===== config.mk =====
export PLATFORM = sky130hd
export DESIGN_NAME = seg7_frame_scanner
export DESIGN_NICKNAME = d
export VERILOG_FILES = /design/src/rtl/seg7_pkg.sv /design/src/rtl/seg7_hex_decode.sv /design/src/rtl/seg7_frame_scanner.sv
export SDC_FILE = /design/constraint.sdc
export NUM_CORES = 1
export LEC_CHECK = 0
export ABC_CLOCK_PERIOD_IN_PS = 5700
export CAP_MARGIN = 20
export CORE_AREA = 2 2 102 104
export CTS_CLUSTER_DIAMETER = 80
export DETAILED_ROUTE_END_ITERATION = 8
export DIE_AREA = 0 0 104 106
export PLACE_DENSITY = 0.79
export SYNTH_ARGS = -nofsm -noshare
export SYNTH_HDL_FRONTEND = slang
export SYNTH_HIERARCHICAL = 1
export SYNTH_SLANG_ARGS = --single-unit

===== constraint.sdc =====
create_clock -name clk -period 5.7 [get_ports clk]
set_input_delay 1.14 -clock clk [delete_from_list [all_inputs] [get_ports clk]]
set_output_delay 1.14 -clock clk [all_outputs]
set_load 0.02 [all_outputs]

===== src/rtl/seg7_pkg.sv =====
// Shared constants for the 8-digit hex scanner: digit count, dark pattern
// and the nibble-to-segment table (gfedcba, active-low).
package seg7_pkg;

  localparam int DIGITS = 8;
  localparam logic [7:0] SEG_OFF = 8'hFF;
  localparam logic [6:0] SEG_BLANK = 7'h7F;

  // Entry 0 sits in the least-significant slot, so HEX_SEG[nibble] is the pattern.
  localparam logic [15:0][6:0] HEX_SEG = {
    7'h0E, 7'h06, 7'h21, 7'h46, 7'h03, 7'h08, 7'h10, 7'h00,
    7'h78, 7'h02, 7'h12, 7'h19, 7'h30, 7'h24, 7'h79, 7'h40
  };

endpackage


===== src/rtl/seg7_hex_decode.sv =====
// Combinational nibble-to-segment decoder with a blank override.
module seg7_hex_decode
  import seg7_pkg::*;
(
  input  logic [3:0] nibble_i,
  input  logic       blank_i,
  output logic [6:0] seg_o
);

  assign seg_o = blank_i ? SEG_BLANK : HEX_SEG[nibble_i];

endmodule


===== src/rtl/seg7_frame_scanner.sv =====
// Multiplexes a 32-bit word onto an 8-digit common-anode display; new words
// are held pending and swapped in only at a frame boundary to avoid tearing.
module seg7_frame_scanner
  import seg7_pkg::*;
#(
  parameter int SCAN_DIV = 99999,
  parameter bit BLANK_LZ = 1'b1
) (
  input  logic        clk,
  input  logic        rst,
  input  logic        i_valid,
  output logic        o_ready,
  input  logic [31:0] i_data,
  input  logic [7:0]  i_dp,
  output logic [7:0]  o_seg,
  output logic [7:0]  o_sel,
  output logic        o_frame
);

  localparam int DIV_W = (SCAN_DIV < 1) ? 1 : $clog2(SCAN_DIV + 1);
  localparam int IDX_W = $clog2(DIGITS);

  logic [DIV_W-1:0] div_cnt_q, div_cnt_d;
  logic [IDX_W-1:0] idx_q, idx_d, idx_n;
  logic [31:0]      pend_data_q, pend_data_d;
  logic [7:0]       pend_dp_q, pend_dp_d;
  logic             pend_v_q, pend_v_d;
  logic [31:0]      disp_data_q, disp_data_d;
  logic [7:0]       disp_dp_q, disp_dp_d;
  logic [7:0]       seg_q, seg_d;
  logic [7:0]       sel_q, sel_d;
  logic             frame_q;

  logic             tick;
  logic             wrap;
  logic             accept;
  logic             commit;
  logic [DIGITS-1:0] upper_zero;
  logic [3:0]       nibble_n;
  logic             blank_n;
  logic [6:0]       dec_seg;

  assign tick    = (div_cnt_q == DIV_W'(SCAN_DIV));
  assign wrap    = tick && (idx_q == IDX_W'(DIGITS - 1));
  assign o_ready = ~pend_v_q;
  assign accept  = i_valid && o_ready;
  assign commit  = wrap && pend_v_q;
  assign idx_n   = idx_q + 1'b1;

  // Output logic reads the post-commit view so digit 0 of a new frame is already fresh.
  assign disp_data_d = commit ? pend_data_q : disp_data_q;
  assign disp_dp_d   = commit ? pend_dp_q   : disp_dp_q;

  // upper_zero[k]: nibbles k..7 of the displayed word are all zero.
  for (genvar gi = 0; gi < DIGITS; gi++) begin : g_lz
    assign upper_zero[gi] = (disp_data_d[31:gi*4] == '0);
  end

  assign nibble_n = disp_data_d[{idx_n, 2'b00} +: 4];
  assign blank_n  = BLANK_LZ && (idx_n != '0) && upper_zero[idx_n];

  seg7_hex_decode u_hex_decode (
    .nibble_i (nibble_n),
    .blank_i  (blank_n),
    .seg_o    (dec_seg)
  );

  always_comb begin
    div_cnt_d   = tick ? '0 : div_cnt_q + 1'b1;
    idx_d       = tick ? idx_n : idx_q;
    pend_data_d = pend_data_q;
    pend_dp_d   = pend_dp_q;
    pend_v_d    = pend_v_q;
    sel_d       = sel_q;
    seg_d       = seg_q;
    if (accept) begin
      pend_data_d = i_data;
      pend_dp_d   = i_dp;
      pend_v_d    = 1'b1;
    end else if (commit) begin
      pend_v_d    = 1'b0;
    end
    if (tick) begin
      sel_d = ~(8'b1 << idx_n);
      seg_d = {~disp_dp_d[idx_n], dec_seg};
    end
  end

  always_ff @(posedge clk or posedge rst) begin
    if (rst) begin
      div_cnt_q   <= '0;
      idx_q       <= '0;
      pend_data_q <= '0;
      pend_dp_q   <= '0;
      pend_v_q    <= 1'b0;
      disp_data_q <= '0;
      disp_dp_q   <= '0;
      seg_q       <= SEG_OFF;
      sel_q       <= SEG_OFF;
      frame_q     <= 1'b0;
    end else begin
      div_cnt_q   <= div_cnt_d;
      idx_q       <= idx_d;
      pend_data_q <= pend_data_d;
      pend_dp_q   <= pend_dp_d;
      pend_v_q    <= pend_v_d;
      disp_data_q <= disp_data_d;
      disp_dp_q   <= disp_dp_d;
      seg_q       <= seg_d;
      sel_q       <= sel_d;
      frame_q     <= wrap;
    end
  end

  assign o_seg   = seg_q;
  assign o_sel   = sel_q;
  assign o_frame = frame_q;

endmodule

Word-level counts from Yosys, hierarchy flattened:

Memory sizes are Yosys's and may differ from the RTL's.
Index checks and enable logic that the tools add are counted.

* register bits after elaboration: 118
* latch bits: 0
* memory bits (writable): 0
* ROM bits: 112
* output and inout bits: 18
* word-level logic and storage cells: 47
* memories: 1

Memories
* (name not given): words 16, width 7, read ports 1, clocked after Yosys merged registers in 0, wr ports 0, RTL line seg7_hex_decode.sv:10 `assign seg_o = blank_i ? SEG_BLANK : HEX_SEG[nibble_i];`

* $add $sub $neg: 2
* multipliers: 0
* divide/modulo/power cells: 0
* magnitude comparators: 2
* equal/unequal tests: 2
* shifts and indexed selects: 2
* multiplexer cells: 11
* bitwise gates (word level): 3
* reductions and logical operators: 14

Operator list (number)
* $logic_not A32 Y1: 1
* $mux W32: 1
* $shiftx A32 B6 Y4: 1
* $logic_not A28 Y1: 1
* $logic_not A24 Y1: 1
* $logic_not A20 Y1: 1
* $add A17 B1 Y17 const B: 1
* $eq A17 B17 Y1 const B: 1
* $mux W17: 1
* $logic_not A16 Y1: 1
* $mux W7: 2
* $logic_not A12 Y1: 1
* $logic_not A8 Y1: 1
* $mux W8: 1
* $not A8 Y8: 1
* $shl A1 B3 Y8 const A: 1
* $bmux W1 S3: 2
* $lt A4 B5 Y1 const B: 1
* $logic_and A1 B1 Y1: 4
* $logic_not A4 Y1: 1
* $lt A3 B4 Y1 const B: 1
* $mux W1: 4
* $add A3 B1 Y3 const B: 1
* $eq A3 B3 Y1 const B: 1
* other kinds (3): 4

Depth between registers and ports, before layout:

* depth in word-level cells: 9
* gate-level depth with buffers: 15
* mapped depth without buffers: 13

Cells and area by module:

The synthesis kept the hierarchy.

Modules (own cells, without submodules)
* seg7_frame_scanner: times used 1, cells an instance 515, area an instance 5566.6 um^2
* seg7_hex_decode: times used 1, cells an instance 35, area an instance 299.0 um^2

Worst setup path before layout:

No wires, ideal clock.

* path type: reg2reg
* start point: register idx_q[0]
* end point: register seg_q[1], in the netlist o_seg[1]
* setup time: 0.076 ns
* arrival time: 3.283 ns
* path slack: 2.341 ns
* cell stages (with the launch flop): 16
* cell sequence: dfrtp_1 ha_1 ha_1 and2_1 buf_2 nand2_4 buf_1 mux4_2 a22oi_1 nand2_1 inv_1 ha_1 or2_2 a311o_1 nand2_1 nand2_1

* elaborated cells between the ends (all ways): 21

RTL lines
* from (decl): RTL line seg7_frame_scanner.sv:24 `logic [IDX_W-1:0] idx_q, idx_d, idx_n;`
* from (signal assigned): RTL line seg7_frame_scanner.sv:103 `idx_q <= idx_d;`
* $eq A3 B3 Y1: RTL line seg7_frame_scanner.sv:44 `assign wrap = tick && (idx_q == IDX_W'(DIGITS - 1));`
* $logic_and A1 B1 Y1: RTL line seg7_frame_scanner.sv:44
* $logic_and A1 B1 Y1: RTL line seg7_frame_scanner.sv:47 `assign commit = wrap && pend_v_q;`
* $mux W32: RTL line seg7_frame_scanner.sv:51 `assign disp_data_d = commit ? pend_data_q : disp_data_q;`
* $shiftx A32 B6 Y4 *: RTL line seg7_frame_scanner.sv:59 `assign nibble_n = disp_data_d[{idx_n, 2'b00} +: 4];`
* net nibble_n[0]: RTL line seg7_frame_scanner.sv:39 `logic [3:0] nibble_n;`
* $mem_v2 Z16 W7 *
* $mux W7 (implied by the code) *: RTL line seg7_hex_decode.sv:10
* $mux W7 *: RTL line seg7_hex_decode.sv:10
* net dec_seg[1]: RTL line seg7_frame_scanner.sv:41 `logic [6:0] dec_seg;`
* to (signal assigned): RTL line seg7_frame_scanner.sv:109 `seg_q <= seg_d;`
* to (decl): RTL line seg7_frame_scanner.sv:30 `logic [7:0] seg_q, seg_d;`

The timed path passes the listed nets; every way through them passes the cells marked *. The select of a mux whose other input is x is not followed.
A chain may end at the register's enable or synchronous reset.

Worst setup path in the final report:

* start point: register idx_q[0]
* end point: register seg_q[1], in the netlist o_seg[1]

* elaborated cells between the ends (all ways): 21

RTL lines
* $add A3 B1 Y3: RTL line seg7_frame_scanner.sv:48 `assign idx_n = idx_q + 1'b1;`
* net idx_n[1]: RTL line seg7_frame_scanner.sv:24
* $shiftx A32 B6 Y4: RTL line seg7_frame_scanner.sv:59
* net nibble_n[0]: RTL line seg7_frame_scanner.sv:39
* $mem_v2 Z16 W7
* $mux W7 (implied by the code): RTL line seg7_hex_decode.sv:10
* $mux W7: RTL line seg7_hex_decode.sv:10
* net dec_seg[1]: RTL line seg7_frame_scanner.sv:41

The timed path passes the listed nets, and every way through them passes these cells. The select of a mux whose other input is x is not followed.

==> metrics.md <==
| Metric | Value |
|---|---|
| Outcome | finished, final reports clean |
| Layout area overhead | 22.8% |
| CP required | ~6.2 ns |
| First-pass GRT wire length | between 20 and 25 mm |
| Clk buf depth | 2 |
| Final ANT Viol Nets | 0 |
| FMAX | around 230 MHz |
| Pre-antenna DRT Iters | 6 |
| Grt total ovfl | 0 |
| Vias in the first global route | 4676 |
| Slew Limit Fails | 0 |
| Final wirelength | 13.6 mm |
| Yosys warns | 6 |
| CTS Root Cell | clkbuf_8 |
| Worst-case clock skew | between 0.008 and 0.009 ns |
| Hold Fails Final Rpt | 0 |
| Via count | 4471 |
| Pleak | 3.40 nW |
| Post-CTS sizing | 0 |
| Ant diodes | 0 |
| Worst-path clk slew | 0.05 ns |
| IO Pins | 61 |
| DIE HEIGHT | 106 um |
| Post-synth net total | just over 600 |
| Area of the die | 0.0110 sq mm |
| Register area share after synthesis | 0.507 |
| Mean cell area of the mapped netlist | 10.7 sq um |
| Crit path kind | reg2reg |
| Pwr Total | 0.00207 W |
| Largest net degree at the start of global routing | between 80 and 90 |
| Gpl congestion | 0.896 |
| Flops & latches, synth | 118 |
| Async S/R FF share, synth | 1.00 |
| Residual DRC | 0 |
| Setup-failing EPs final | 0 |
| Final critical-path required period | between 4 and 5 ns |
| Worst setup EP type | flop |
| Setup Buffers After CTS | 0 |
| Detailed Route Iter0 Violations | 300 |
| Synth Instances | 550 |
| Finished Core Util | 0.720 |
| H-tree levels | 4 |
| Hold WS | 0.447 ns |
| Max transition margin | 0.467 |
| Port bufs | 60 |
| RSZ-0062 raised after global routing | false |
| Via/cell ratio | 5.93 |
| # hold bufs at CTS | 0 |
| Initial Utilization | 0.587 |
| Period utilization | 0.764 |
| Synthesized area | 0.00587 sq mm |
| Share of layout cells above drive strength 1 | 0.197 |
| Max rail drop VDD | around 230 uV |
| Main synth FF type | dfrtp_1 |
| CP arrival | 4.81 ns |
| Core Area | 0.0100 sq mm |
| Clk_lat worst skew | 0.53 ns |
| CTS Buf Count | 17 |
| Final nets | 662 |
| GRT Total Usage | 0.269 |
| FF+latch area | 0.00297 sq mm |
| Post-Place Cell Area | 0.00652 sq mm |
| Filler Cells Inserted | 735 |
| Die width | 104 um |
| CTS sink cnt | about 120 |
| HP Class | reg2reg |
| Area of the multi-input gates | 0.00272 sq mm |
| CTS tree | done |
| Peak fanout along the critical path | 16 |
| Row cnt | 37 |
| Power per cell area | ~290 mW/mm^2 |
| Unique masters post-synth | 52 |
| Worst Tran Pin Value | 0.798 ns |
| Final Cell Area | 0.00720 sq mm |
| Post-DP HPWL | 8.74 mm |
| Antenna violations before repair | 0 |
| EDFF count, synth | 0 |
| Routed len/inst | 18.0 um |
| Setup crit start kind | flop |
| Max cap viols | 0 |
| Setup_tns | 0 ns |
layout by cell type (no fill, tap or decap), drive strengths merged, types with 2 or more instances in the layout:
cell           Yosys  routed
o21ai             15      15
bufinv             0       4
nor2              26      26
xnor2              8       8
inv                9       9
clkdlybuf4s50      0      60
a211o              3       3
a31oi             10      10
mux2              44      44
xor2               6       6
mux4              16      16
a221o              2       2
nand3             16      16
nor2b              5       5
dfstp             16      16
nor4b              2       2
or4                6       6
and4bb             2       2
buf               22       5
nand2b             3       3
clkbuf             7      24
nor3               4       4
and2               5       5
ha                14      14
nor4               8       8
nand4              3       3
nand2            153     153
and3               6       6
clkinv             1       4
a22oi              9       9
dfrtp            102     102
mux2i              5       5
and4               4       4
a32oi              2       2
a21oi              6       6
routing by layer:
layer	wire [um]	global-route usage
met3	918	0.0828
met2	6950	0.454
met1	5350	0.313
met4	385	0.131
met5	0	0
layout make-up:
cell class,count,share of cell area
well taps,136,0.0236
repair buffers,65,0.0931
flip-flops and latches,118,0.413
multi-input cells,393,0.377
inverters,10,0.00556
clock inverters,8,0.0198
clock buffers,24,0.0681
cell families (layout without fill, tap and decap cells):
family          count (synthesis)  after routing  synth area share
simple gates                  246            246             0.195
buf+inv                        39            107            0.0314
xor+xnor                       14             14            0.0209
compound gates                 54             54            0.0621
fa+ha+maj                      14             14            0.0299
flops                         118            118             0.507
mux                            65             65             0.154
worst max-delay path: stages (launching register included):
cell and delay, ns:
dfrtp_1 0.68, clkinv_1 0.76, ha_1 0.82, nor2b_1 0.38, a22oi_1 0.15, nand2_1 0.24
inv_1 0.15, ha_1 0.32, or2_2 0.33, a311o_1 0.32, nand2_1 0.06, nand2_1 0.05
through the flow:
stage / std cells / worst slack, ns
2_1_floorplan: 550 / 1.46
3_3_place_gp: 720 / 1.63
3_5_place_dp: 720 / 1.56
4_1_cts: 752 / 1.45
5_1_grt: 754 / 1.05
6_report: 754 / 1.35
power breakdown:
group	internal (W)	leakage [nW]	total [W]	switching, W
sequential	0.000854	1.53	0.000871	0.0000174
combinational	0.0000422	1.56	0.0000671	0.0000249
clock	0.000766	0.311	0.00113	0.000368
total	0.00166	3.40	0.00207	0.000410
registers in the layout, indices dropped and copies added (netlist names):
name / count
idx_q: 3
pend_dp_q: 8
o_seg: 8
o_sel: 8
o_frame: 1
div_cnt_q: 17
disp_data_q: 32
pend_data_q: 32
disp_dp_q: 8
pend_v_q: 1
final timing paths:
check | slack (ns) | cells after the start | endpoint | from
min in group asynchronous | 0.85 | 2 | disp_data_q[5] | rst
min | 0.45 | 2 | o_seg[3] | o_seg[3]
max in group asynchronous | 4.18 | 3 | o_sel[7] | rst
max | 1.35 | 11 | o_seg[1] | idx_q[0]
min reg2reg | 0.45 | 2 | o_seg[3] | o_seg[3]
max reg2reg | 1.35 | 11 | o_seg[1] | idx_q[0]
cell usage after synthesis (3+ instances only):
library cell,n,area [sq um]
xnor2_1,8,70.1
a31oi_1,10,62.6
buf_2,12,60.1
mux4_2,16,360
xor2_1,6,52.6
clkbuf_1,7,26.3
a211o_1,3,26.3
nor2b_1,5,31.3
nand2_1,151,567
and4_1,3,26.3
dfrtp_1,102,2550
o21ai_0,15,75.1
a22oi_1,9,67.6
dfstp_2,16,420
mux2i_1,5,50.1
mux2_2,42,473
inv_1,9,33.8
buf_1,6,22.5
and2_1,5,31.3
nor2_1,25,93.8
nand3_1,16,80.1
or4_1,6,45.0
nor3_1,4,20.0
ha_1,14,175
nand2b_1,3,18.8
nor4_1,8,50.1
and3_1,6,37.5
a21oi_1,6,30.0
Power figures use the tool's default switching activity.
